==> src/rtl/rr_mem_controller.sv <==
// Round-robin memory controller: NUM_CONSUMERS requesters share NUM_CHANNELS memory ports.
// Each channel runs its own grant -> wait -> relay handshake.
module rr_mem_controller #(
  parameter int ADDR_BITS     = 8,
  parameter int DATA_BITS     = 16,
  parameter int NUM_CONSUMERS = 4,
  parameter int NUM_CHANNELS  = 2,
  parameter int WRITE_ENABLE  = 1
) (
  input  logic                                clk,
  input  logic                                reset,
  input  logic [NUM_CONSUMERS-1:0]            consumer_read_valid,
  input  logic [NUM_CONSUMERS*ADDR_BITS-1:0]  consumer_read_address,
  output logic [NUM_CONSUMERS-1:0]            consumer_read_ready,
  output logic [NUM_CONSUMERS*DATA_BITS-1:0]  consumer_read_data,
  input  logic [NUM_CONSUMERS-1:0]            consumer_write_valid,
  input  logic [NUM_CONSUMERS*ADDR_BITS-1:0]  consumer_write_address,
  input  logic [NUM_CONSUMERS*DATA_BITS-1:0]  consumer_write_data,
  output logic [NUM_CONSUMERS-1:0]            consumer_write_ready,
  output logic [NUM_CHANNELS-1:0]             mem_read_valid,
  output logic [NUM_CHANNELS*ADDR_BITS-1:0]   mem_read_address,
  input  logic [NUM_CHANNELS-1:0]             mem_read_ready,
  input  logic [NUM_CHANNELS*DATA_BITS-1:0]   mem_read_data,
  output logic [NUM_CHANNELS-1:0]             mem_write_valid,
  output logic [NUM_CHANNELS*ADDR_BITS-1:0]   mem_write_address,
  output logic [NUM_CHANNELS*DATA_BITS-1:0]   mem_write_data,
  input  logic [NUM_CHANNELS-1:0]             mem_write_ready,
  output logic [NUM_CHANNELS-1:0]             channel_busy
);
  localparam int CW = (NUM_CONSUMERS > 1) ? $clog2(NUM_CONSUMERS) : 1;
  localparam bit WE = (WRITE_ENABLE != 0);

  typedef enum logic [2:0] {IDLE, READ_WAIT, READ_RELAY, WRITE_WAIT, WRITE_RELAY} chan_state_e;

  chan_state_e                        state_q [NUM_CHANNELS];
  chan_state_e                        state_d [NUM_CHANNELS];
  logic [CW-1:0]                      owner_q [NUM_CHANNELS];
  logic [CW-1:0]                      owner_d [NUM_CHANNELS];
  logic [ADDR_BITS-1:0]               addr_q  [NUM_CHANNELS];
  logic [ADDR_BITS-1:0]               addr_d  [NUM_CHANNELS];
  logic [DATA_BITS-1:0]               wdata_q [NUM_CHANNELS];
  logic [DATA_BITS-1:0]               wdata_d [NUM_CHANNELS];
  logic [NUM_CONSUMERS-1:0]           serving_q, serving_d;
  logic [CW-1:0]                      rr_ptr_q, rr_ptr_d;
  logic [NUM_CONSUMERS*DATA_BITS-1:0] read_data_q, read_data_d;
  logic [NUM_CONSUMERS-1:0]           eligible;

  assign eligible = (consumer_read_valid | (consumer_write_valid & {NUM_CONSUMERS{WE}})) & ~serving_q;

  always_ff @(posedge clk) begin
    if (reset) begin
      for (int ch = 0; ch < NUM_CHANNELS; ch++) begin
        state_q[ch] <= IDLE;
        owner_q[ch] <= '0;
        addr_q[ch]  <= '0;
        wdata_q[ch] <= '0;
      end
      serving_q   <= '0;
      rr_ptr_q    <= '0;
      read_data_q <= '0;
    end else begin
      state_q     <= state_d;
      owner_q     <= owner_d;
      addr_q      <= addr_d;
      wdata_q     <= wdata_d;
      serving_q   <= serving_d;
      rr_ptr_q    <= rr_ptr_d;
      read_data_q <= read_data_d;
    end
  end

  // Idle channels are filled in ascending order; each scan resumes just after the previous pick.
  always_comb begin : next_state
    logic [NUM_CONSUMERS-1:0] taken;
    logic                     found;
    logic [CW-1:0]            pick;
    logic [CW-1:0]            cand;
    int                       scan;
    int                       idx;
    state_d     = state_q;
    owner_d     = owner_q;
    addr_d      = addr_q;
    wdata_d     = wdata_q;
    serving_d   = serving_q;
    rr_ptr_d    = rr_ptr_q;
    read_data_d = read_data_q;
    taken       = '0;
    found       = 1'b0;
    pick        = '0;
    cand        = '0;
    scan        = int'(rr_ptr_q);
    idx         = 0;
    for (int ch = 0; ch < NUM_CHANNELS; ch++) begin
      case (state_q[ch])
        IDLE: begin
          found = 1'b0;
          pick  = '0;
          for (int k = 0; k < NUM_CONSUMERS; k++) begin
            idx = scan + k;
            if (idx >= NUM_CONSUMERS) idx = idx - NUM_CONSUMERS;
            cand = CW'(idx);
            if (!found && eligible[cand] && !taken[cand]) begin
              found = 1'b1;
              pick  = cand;
            end
          end
          if (found) begin
            taken[pick]     = 1'b1;
            serving_d[pick] = 1'b1;
            owner_d[ch]     = pick;
            if (consumer_read_valid[pick]) begin
              state_d[ch] = READ_WAIT;
              addr_d[ch]  = consumer_read_address[int'(pick)*ADDR_BITS +: ADDR_BITS];
            end else begin
              state_d[ch] = WRITE_WAIT;
              addr_d[ch]  = consumer_write_address[int'(pick)*ADDR_BITS +: ADDR_BITS];
              wdata_d[ch] = consumer_write_data[int'(pick)*DATA_BITS +: DATA_BITS];
            end
            scan     = (int'(pick) + 1 >= NUM_CONSUMERS) ? 0 : int'(pick) + 1;
            rr_ptr_d = CW'(scan);
          end
        end
        READ_WAIT: begin
          if (mem_read_ready[ch]) begin
            read_data_d[int'(owner_q[ch])*DATA_BITS +: DATA_BITS] =
              mem_read_data[ch*DATA_BITS +: DATA_BITS];
            state_d[ch] = READ_RELAY;
          end
        end
        READ_RELAY: begin
          if (!consumer_read_valid[owner_q[ch]]) begin
            state_d[ch]            = IDLE;
            serving_d[owner_q[ch]] = 1'b0;
          end
        end
        WRITE_WAIT: begin
          if (mem_write_ready[ch]) state_d[ch] = WRITE_RELAY;
        end
        WRITE_RELAY: begin
          if (!consumer_write_valid[owner_q[ch]]) begin
            state_d[ch]            = IDLE;
            serving_d[owner_q[ch]] = 1'b0;
          end
        end
        default: state_d[ch] = IDLE;
      endcase
    end
  end

  always_comb begin
    mem_read_valid       = '0;
    mem_read_address     = '0;
    mem_write_valid      = '0;
    mem_write_address    = '0;
    mem_write_data       = '0;
    channel_busy         = '0;
    consumer_read_ready  = '0;
    consumer_write_ready = '0;
    for (int ch = 0; ch < NUM_CHANNELS; ch++) begin
      channel_busy[ch] = (state_q[ch] != IDLE);
      if (state_q[ch] == READ_WAIT) begin
        mem_read_valid[ch]                           = 1'b1;
        mem_read_address[ch*ADDR_BITS +: ADDR_BITS]  = addr_q[ch];
      end
      if (WE && state_q[ch] == WRITE_WAIT) begin
        mem_write_valid[ch]                          = 1'b1;
        mem_write_address[ch*ADDR_BITS +: ADDR_BITS] = addr_q[ch];
        mem_write_data[ch*DATA_BITS +: DATA_BITS]    = wdata_q[ch];
      end
      if (state_q[ch] == READ_RELAY) consumer_read_ready[owner_q[ch]] = 1'b1;
      if (WE && state_q[ch] == WRITE_RELAY) consumer_write_ready[owner_q[ch]] = 1'b1;
    end
  end

  assign consumer_read_data = read_data_q;

endmodule

==> config.mk <==
export PLATFORM = sky130hd
export DESIGN_NAME = rr_mem_controller
export DESIGN_NICKNAME = d
export VERILOG_FILES = /design/src/rtl/rr_mem_controller.sv
export SDC_FILE = /design/constraint.sdc
export NUM_CORES = 1
export LEC_CHECK = 0
export ABC_CLOCK_PERIOD_IN_PS = 5400
export CAP_MARGIN = 40
export CORE_MARGIN = 10
export CORE_UTILIZATION = 42
export CTS_CLUSTER_DIAMETER = 100
export DETAILED_ROUTE_END_ITERATION = 7
export PLACE_DENSITY_LB_ADDON = 0.3
export REMOVE_ABC_BUFFERS = 1
export SYNTH_ARGS = -nofsm -noshare
export SYNTH_HDL_FRONTEND = slang
export SYNTH_SLANG_ARGS = --single-unit
==> constraint.sdc <==
create_clock -name clk -period 5.4 [get_ports clk]
set_input_delay 1.62 -clock clk [delete_from_list [all_inputs] [get_ports clk]]
set_output_delay 1.62 -clock clk [all_outputs]
set_load 0.01 [all_outputs]
## Word level (Yosys, flattened, before mapping)

Index checks and enable logic that the tools add are counted.

- Equality and inequality tests: 18
- Magnitude comparators: 26
- Muxes and demuxes: 148
- Reductions and logical operators: 42
- Shifts and indexed selects: 10
- Bitwise operators: 13
- Add/subtract/negate cells: 18

Operator list:

| kind | number |
|---|---|
| 64-bit two-way mux | 4 |
| 64-bit bitwise mux | 2 |
| 16-bit by 33-bit variable shift with 64-bit output (first input constant) | 2 |
| 16-bit by 33-bit variable part select with 64-bit output | 2 |
| 32-bit by 6-bit variable part select with 8-bit output | 4 |
| 64-bit by 7-bit variable part select with 16-bit output | 2 |
| 2-bit two-way mux | 33 |
| 6-bit negator with 33-bit output | 2 |
| 4-bit two-way mux | 12 |
| 8-bit two-way mux | 6 |
| 1-bit two-way mux | 46 |
| 1-bit binary-select mux with 2-bit select | 22 |
| 3-bit two-way mux | 13 |
| 2-bit by 3-bit less-than comparator with 1-bit output (second input constant) | 12 |
| 32-bit by 4-bit greater-or-equal comparator with 1-bit output (second input constant) | 1 |
| 16-bit two-way mux | 2 |
| 3-bit case mux with 5 select lines | 2 |
| 4-bit case mux with 3 select lines | 2 |
| 2-bit != test (second input constant) | 10 |
| 4-bit bitwise OR | 5 |
| 1-bit logical AND | 18 |
| 2-bit by 1-bit subtractor with 2-bit output (second input constant) | 8 |
| 3-bit greater-or-equal comparator (second input constant) | 5 |
| 1-bit logical NOT | 14 |
| other kinds (19) | 46 |

- Bits of input ports: 174
- Register bits after elaboration: 128

## Logic depth before layout (Yosys ltp)

- Depth after elaboration: 60
- Depth in mapped cells: 22
- Mapped depth without buffers: 16

## Worst setup path before layout

Ideal clock, no wire load.

- Kind: input -> register
- Start point: input consumer_read_valid[1]
- End point: register wdata_q[6] (netlist bit)
- Stages: 21
- Required time: 5268 ps
- Path slack: -169 ps
- Setup time: 132 ps
- Buffers on the path: 8
- Arrival: 5437 ps
- Cells stage by stage: buf_2 o21ba_2 o32ai_2 or3_1 buf_6 inv_4 buf_6 clkbuf_1 clkbuf_1 ha_1 nand3_1 or3_1 o311a_1 a211oi_2 a211o_1 buf_6 buf_2 buf_2 mux2_2 o2111ai_1 a21oi_1

- Longest elaborated chain between the ends: 55

RTL lines:

| item | RTL line | source |
|---|---|---|
| start: declaration | 12 | `input logic [NUM_CONSUMERS-1:0] consumer_read_valid,` |
| parallel branches: the longest is 55 deep, another holds 4-bit bitwise OR | n/a |  |
| end signal: assignment | 65 | `wdata_q <= wdata_d;` |
| end: declaration | 41 | `logic [DATA_BITS-1:0] wdata_q [NUM_CHANNELS];` |

Parallel ways; which one is timed is not known. The select of a mux whose other input is x is not followed.
A chain may end at the register's enable or synchronous reset.

## Worst setup path after layout

- Start point: input consumer_read_valid[1]
- End point: register addr_q[5] (netlist bit)

- Longest elaborated chain between the ends: 54

RTL lines:

| item | RTL line | source |
|---|---|---|
| parallel branches: the longest is 54 deep, another holds 4-bit bitwise OR | n/a |  |
| end signal: assignment | 64 | `addr_q <= addr_d;` |
| end: declaration | 39 | `logic [ADDR_BITS-1:0] addr_q [NUM_CHANNELS];` |

Parallel ways; which one is timed is not known. The select of a mux whose other input is x is not followed.

==> flow_results.xml <==
<?xml version="1.0" encoding="UTF-8"?>
<metrics>
  <group name="setup_path">
    <metric name="critical-path-max-stage-delay" unit="ns">0.56</metric>
    <metric name="timing.critical_path.required" unit="ns">5.73</metric>
    <metric name="critical_path.n_buffers_inverters" unit="">1</metric>
    <metric name="path_common_cell" unit="">sky130_fd_sc_hd__and3_1</metric>
    <metric name="critical_path_fanout_max" unit="">8</metric>
    <metric name="critical_path.cell_chain" unit="">clkdlybuf4s50_1 -&gt; o21ba_2 -&gt; o32ai_1 -&gt; or3_2 -&gt; ha_1 -&gt; and2_1 -&gt; a221oi_2 -&gt; nand2_1 -&gt; a311oi_1 -&gt; o21a_2 -&gt; and3_1 -&gt; a32oi_1 -&gt; and3_1</metric>
    <metric name="crit_arrival" unit="ns">5.37</metric>
    <metric name="critPathSlowestCell" unit="">sky130_fd_sc_hd__clkdlybuf4s50_1</metric>
    <metric name="worst_setup_path_start_kind" unit="">input port</metric>
    <metric name="worst-r2r-setup-slack" unit="ns">1.54</metric>
    <metric name="setup.worst_path.class" unit="">input port to flip-flop</metric>
    <metric name="endpoint_kind" unit="">flip-flop</metric>
    <metric name="critPathTopFamily" unit="">compound AO/OA/AOI/OAI gates</metric>
  </group>
  <group name="synth">
    <metric name="netlist_area" unit="µm²">9020</metric>
    <metric name="proportion_of_synthesized_area_in_mux_cells" unit="%">7.90</metric>
    <metric name="simple_gate_share_of_the_synthesized_area" unit="%">29.5</metric>
    <metric name="synth.ff_latch_count" unit="">128</metric>
    <metric name="synth_enable_flop_cells" unit="">0</metric>
    <metric name="yosys_most_used_dff" unit="">sky130_fd_sc_hd__dfxtp_1</metric>
    <metric name="synth_largest_type_area_fraction" unit="%">28.4</metric>
    <metric name="synth_area_in_xor_xnor" unit="%">0</metric>
    <metric name="synth_top_cell_by_area" unit="">sky130_fd_sc_hd__dfxtp_1</metric>
    <metric name="asyncSetResetFlopFracSynth" unit="%">0</metric>
    <metric name="main_combinational_cell_family_by_area_after_synthesis" unit="">simple AND/OR/NAND/NOR gates</metric>
    <metric name="postSynthAreaPerCell" unit="µm²">7.29</metric>
    <metric name="synth-warning-count" unit="">0</metric>
    <metric name="synth.area.top_cells" unit="">sky130_fd_sc_hd__dfxtp_1 (28%), sky130_fd_sc_hd__nand2_1 (10%), sky130_fd_sc_hd__a21oi_1 (6.2%)</metric>
    <metric name="synth.lib_cells_used.distinct" unit="">64</metric>
    <metric name="synth.yosys.seq_area_share" unit="%">28.4</metric>
    <metric name="compound_gate_portion_of_the_synthesized_area" unit="%">25.1</metric>
    <metric name="post_synthesis_adder_cell_area_fraction" unit="%">3.33</metric>
    <metric name="post_synth_inst_count" unit="">1236</metric>
  </group>
  <group name="clock_network">
    <metric name="post_cts_resize_count" unit="">0</metric>
    <metric name="clk_pin_slew_worst_paths" unit="ns">0.07</metric>
    <metric name="clock_latency_on_the_worst_skew_pair" unit="ns">0.43</metric>
    <metric name="tritoncts_buffer_count" unit="">17</metric>
    <metric name="cts.sink_count" unit="">128</metric>
    <metric name="cts_post_setup_buffers_inserted" unit="">0</metric>
    <metric name="cts_root_buffer" unit="">sky130_fd_sc_hd__clkbuf_16</metric>
    <metric name="tritoncts" unit="">done</metric>
    <metric name="clock_tree.buffer_depth" unit="">2</metric>
    <metric name="htreeDepth" unit="">4</metric>
    <metric name="cts_hold_buffers" unit="">0</metric>
  </group>
  <group name="placed_design">
    <metric name="place_ws" unit="ns">-0.0428</metric>
    <metric name="gpl.final_weighted_congestion" unit="">0.917</metric>
    <metric name="place_inst" unit="">1798</metric>
    <metric name="dp_hpwl" unit="µm">29300</metric>
    <metric name="place_area" unit="µm²">12800</metric>
    <metric name="io_buffers" unit="">315</metric>
  </group>
  <group name="global_routing">
    <metric name="grt_start_max_net_pins" unit="">75</metric>
    <metric name="grt_pass1_vias" unit="">10700</metric>
    <metric name="antenna_found_initial" unit="">1</metric>
    <metric name="grtUsageTotal" unit="%">26.4</metric>
    <metric name="globalRoute.totalOverflow" unit="">0</metric>
    <metric name="wire_length_of_the_first_global_routing_pass" unit="µm">60200</metric>
  </group>
  <group name="sta">
    <metric name="setup_violations" unit="">0</metric>
    <metric name="timing.fmax" unit="MHz">198</metric>
    <metric name="final_min_period_over_clock_period" unit="%">93.4</metric>
    <metric name="drv_slew" unit="">0</metric>
    <metric name="hold_ws" unit="ns">0.481</metric>
    <metric name="post-route-min-period" unit="ns">5.04</metric>
    <metric name="worst_slack" unit="ns">0.357</metric>
    <metric name="tns" unit="ns">0</metric>
    <metric name="tightestPinTransition" unit="ns">0.939</metric>
    <metric name="slew_headroom" unit="%">37.4</metric>
    <metric name="finalHoldViolations" unit="">0</metric>
    <metric name="grt_setup_unrepaired" unit="">no</metric>
    <metric name="clock_skew" unit="ns">0.0112</metric>
  </group>
  <group name="status">
    <metric name="run_status" unit="">completed</metric>
  </group>
  <group name="floorplan">
    <metric name="design.core.area" unit="µm²">21100</metric>
    <metric name="design.die.area" unit="µm²">27700</metric>
    <metric name="initial_core_utilization" unit="%">42.8</metric>
    <metric name="chipHeight" unit="µm">167</metric>
    <metric name="die_width" unit="µm">167</metric>
    <metric name="ios" unit="">316</metric>
    <metric name="rows" unit="">53</metric>
  </group>
  <group name="cells_and_area">
    <metric name="utilization" unit="%">63.7</metric>
    <metric name="final_cell_mix" unit="">sky130_fd_sc_hd__clkdlybuf4s50_1 (314), sky130_fd_sc_hd__nand2_1 (249), sky130_fd_sc_hd__nor2_1 (129), sky130_fd_sc_hd__dfxtp_1 (128), sky130_fd_sc_hd__a21oi_1 (111)</metric>
    <metric name="layout.cells.most_common" unit="">sky130_fd_sc_hd__clkdlybuf4s50_1</metric>
    <metric name="layout-area-overhead-vs-synth" unit="%">48.9</metric>
    <metric name="finalNonFillerCells" unit="">1831</metric>
    <metric name="final_layout_size_suffix_gt1_share" unit="%">10.4</metric>
    <metric name="nNetsFinal" unit="">1740</metric>
    <metric name="final_design_area_no_fill" unit="µm²">13400</metric>
  </group>
  <group name="pwr">
    <metric name="vdd.ir_drop.worst" unit="µV">474</metric>
    <metric name="total_power" unit="mW">8.54</metric>
    <metric name="power_dens_cells" unit="nW/µm²">636</metric>
    <metric name="power_leakage" unit="nW">5.22</metric>
  </group>
  <group name="routing">
    <metric name="route.detailed.drc" unit="">0</metric>
    <metric name="drt_iter0_markers" unit="">1102</metric>
    <metric name="highest-signal-layer" unit="">met4</metric>
    <metric name="num_vias" unit="">10800</metric>
    <metric name="routed-wl-met3" unit="µm">4600</metric>
    <metric name="wl_met2" unit="µm">18200</metric>
    <metric name="drt_pass_1_iters" unit="">7</metric>
    <metric name="antenna_left" unit="">0</metric>
    <metric name="totalWireLength" unit="µm">38800</metric>
    <metric name="detail_route.wirelength.met1" unit="µm">14900</metric>
    <metric name="via_per_inst" unit="">5.91</metric>
    <metric name="avgRoutedWirePerCell" unit="µm">21.2</metric>
  </group>
  <group name="job">
    <metric name="maxCapViolCount" unit="">0</metric>
  </group>
  <group name="hold_path">
    <metric name="hold_path.class" unit="">flip-flop to flip-flop</metric>
  </group>
</metrics>
==> cells in the mapped netlist (16+ instances only) <==
master	number
sky130_fd_sc_hd__a311oi_1	34
sky130_fd_sc_hd__a22o_1	40
sky130_fd_sc_hd__nand3_1	64
sky130_fd_sc_hd__a31oi_1	18
sky130_fd_sc_hd__dfxtp_1	128
sky130_fd_sc_hd__ha_1	24
sky130_fd_sc_hd__nor2_1	130
sky130_fd_sc_hd__and2_1	70
sky130_fd_sc_hd__a21oi_1	111
sky130_fd_sc_hd__nand2_1	249
sky130_fd_sc_hd__mux2i_1	31
sky130_fd_sc_hd__o2111ai_1	16
sky130_fd_sc_hd__o21ai_1	19
sky130_fd_sc_hd__and3_1	38
sky130_fd_sc_hd__clkbuf_1	73
sky130_fd_sc_hd__a22oi_1	34
==> layer usage <==
metal	global-route usage (%)	up-vias
met4	10.2	0
met5	0	-
met3	10.1	77
met2	44.3	625
li1	-	5027
met1	29.7	5088
==> kinds of logic after synthesis <==
logic type,after synthesis
compound gates,322
simple gates,588
buf+inv,116
fa+ha+maj,24
flops,128
mux,58
==> area by class of cell <==
| class | count | area (µm²) |
|---|---|---|
| Multi-Input combinational cell | 992 | 6020 |
| Timing Repair Buffer | 387 | 3860 |
| Antenna cell | 1 | 2.50 |
| Tap cell | 275 | 344 |
| Sequential cell | 128 | 2560 |
| Fill cell | 1864 | 7660 |
| Clock buffer | 17 | 425 |
| Inverter | 16 | 62.6 |
| Clock inverter | 15 | 148 |
==> final timing paths <==
check / depth (start not counted) / from / endpoint
worst max-delay path: 13 / consumer_read_valid[1] / addr_q[5]$_SDFFE_PP0P_
worst min-delay path: 2 / wdata_q[1]$_SDFFE_PP0P_ / wdata_q[1]$_SDFFE_PP0P_
worst max register to register: 12 / rr_ptr_q[0]$_SDFF_PP0_ / addr_q[5]$_SDFFE_PP0P_
worst min register to register: 2 / wdata_q[1]$_SDFFE_PP0P_ / wdata_q[1]$_SDFFE_PP0P_
==> worst reg2reg max path: cells and delay by family, from the launching register on <==
family | cells | cell delay [ns]
and+or+nand+nor | 6 | 1.67
AOI/OAI and AO/OA | 5 | 1.23
adders and majority gates | 1 | 0.26
DFF | 1 | 0.60
==> flip-flops by register name, summed over array words and instances, names as in the netlist <==
name and cells:
consumer_read_data 64, wdata_q 32, addr_q 16, state_q 6, owner_q 4, serving_q 4
rr_ptr_q 2
==> report_power, final <==
part / leakage (nW) / internal, mW / switching (mW)
sequential: 1.04 / 1.16 / 0.183
combinational: 3.90 / 2.71 / 3.35
clock: 0.277 / 0.612 / 0.523
total: 5.22 / 4.48 / 4.06
Note: power is estimated with default switching activity, not from simulation.
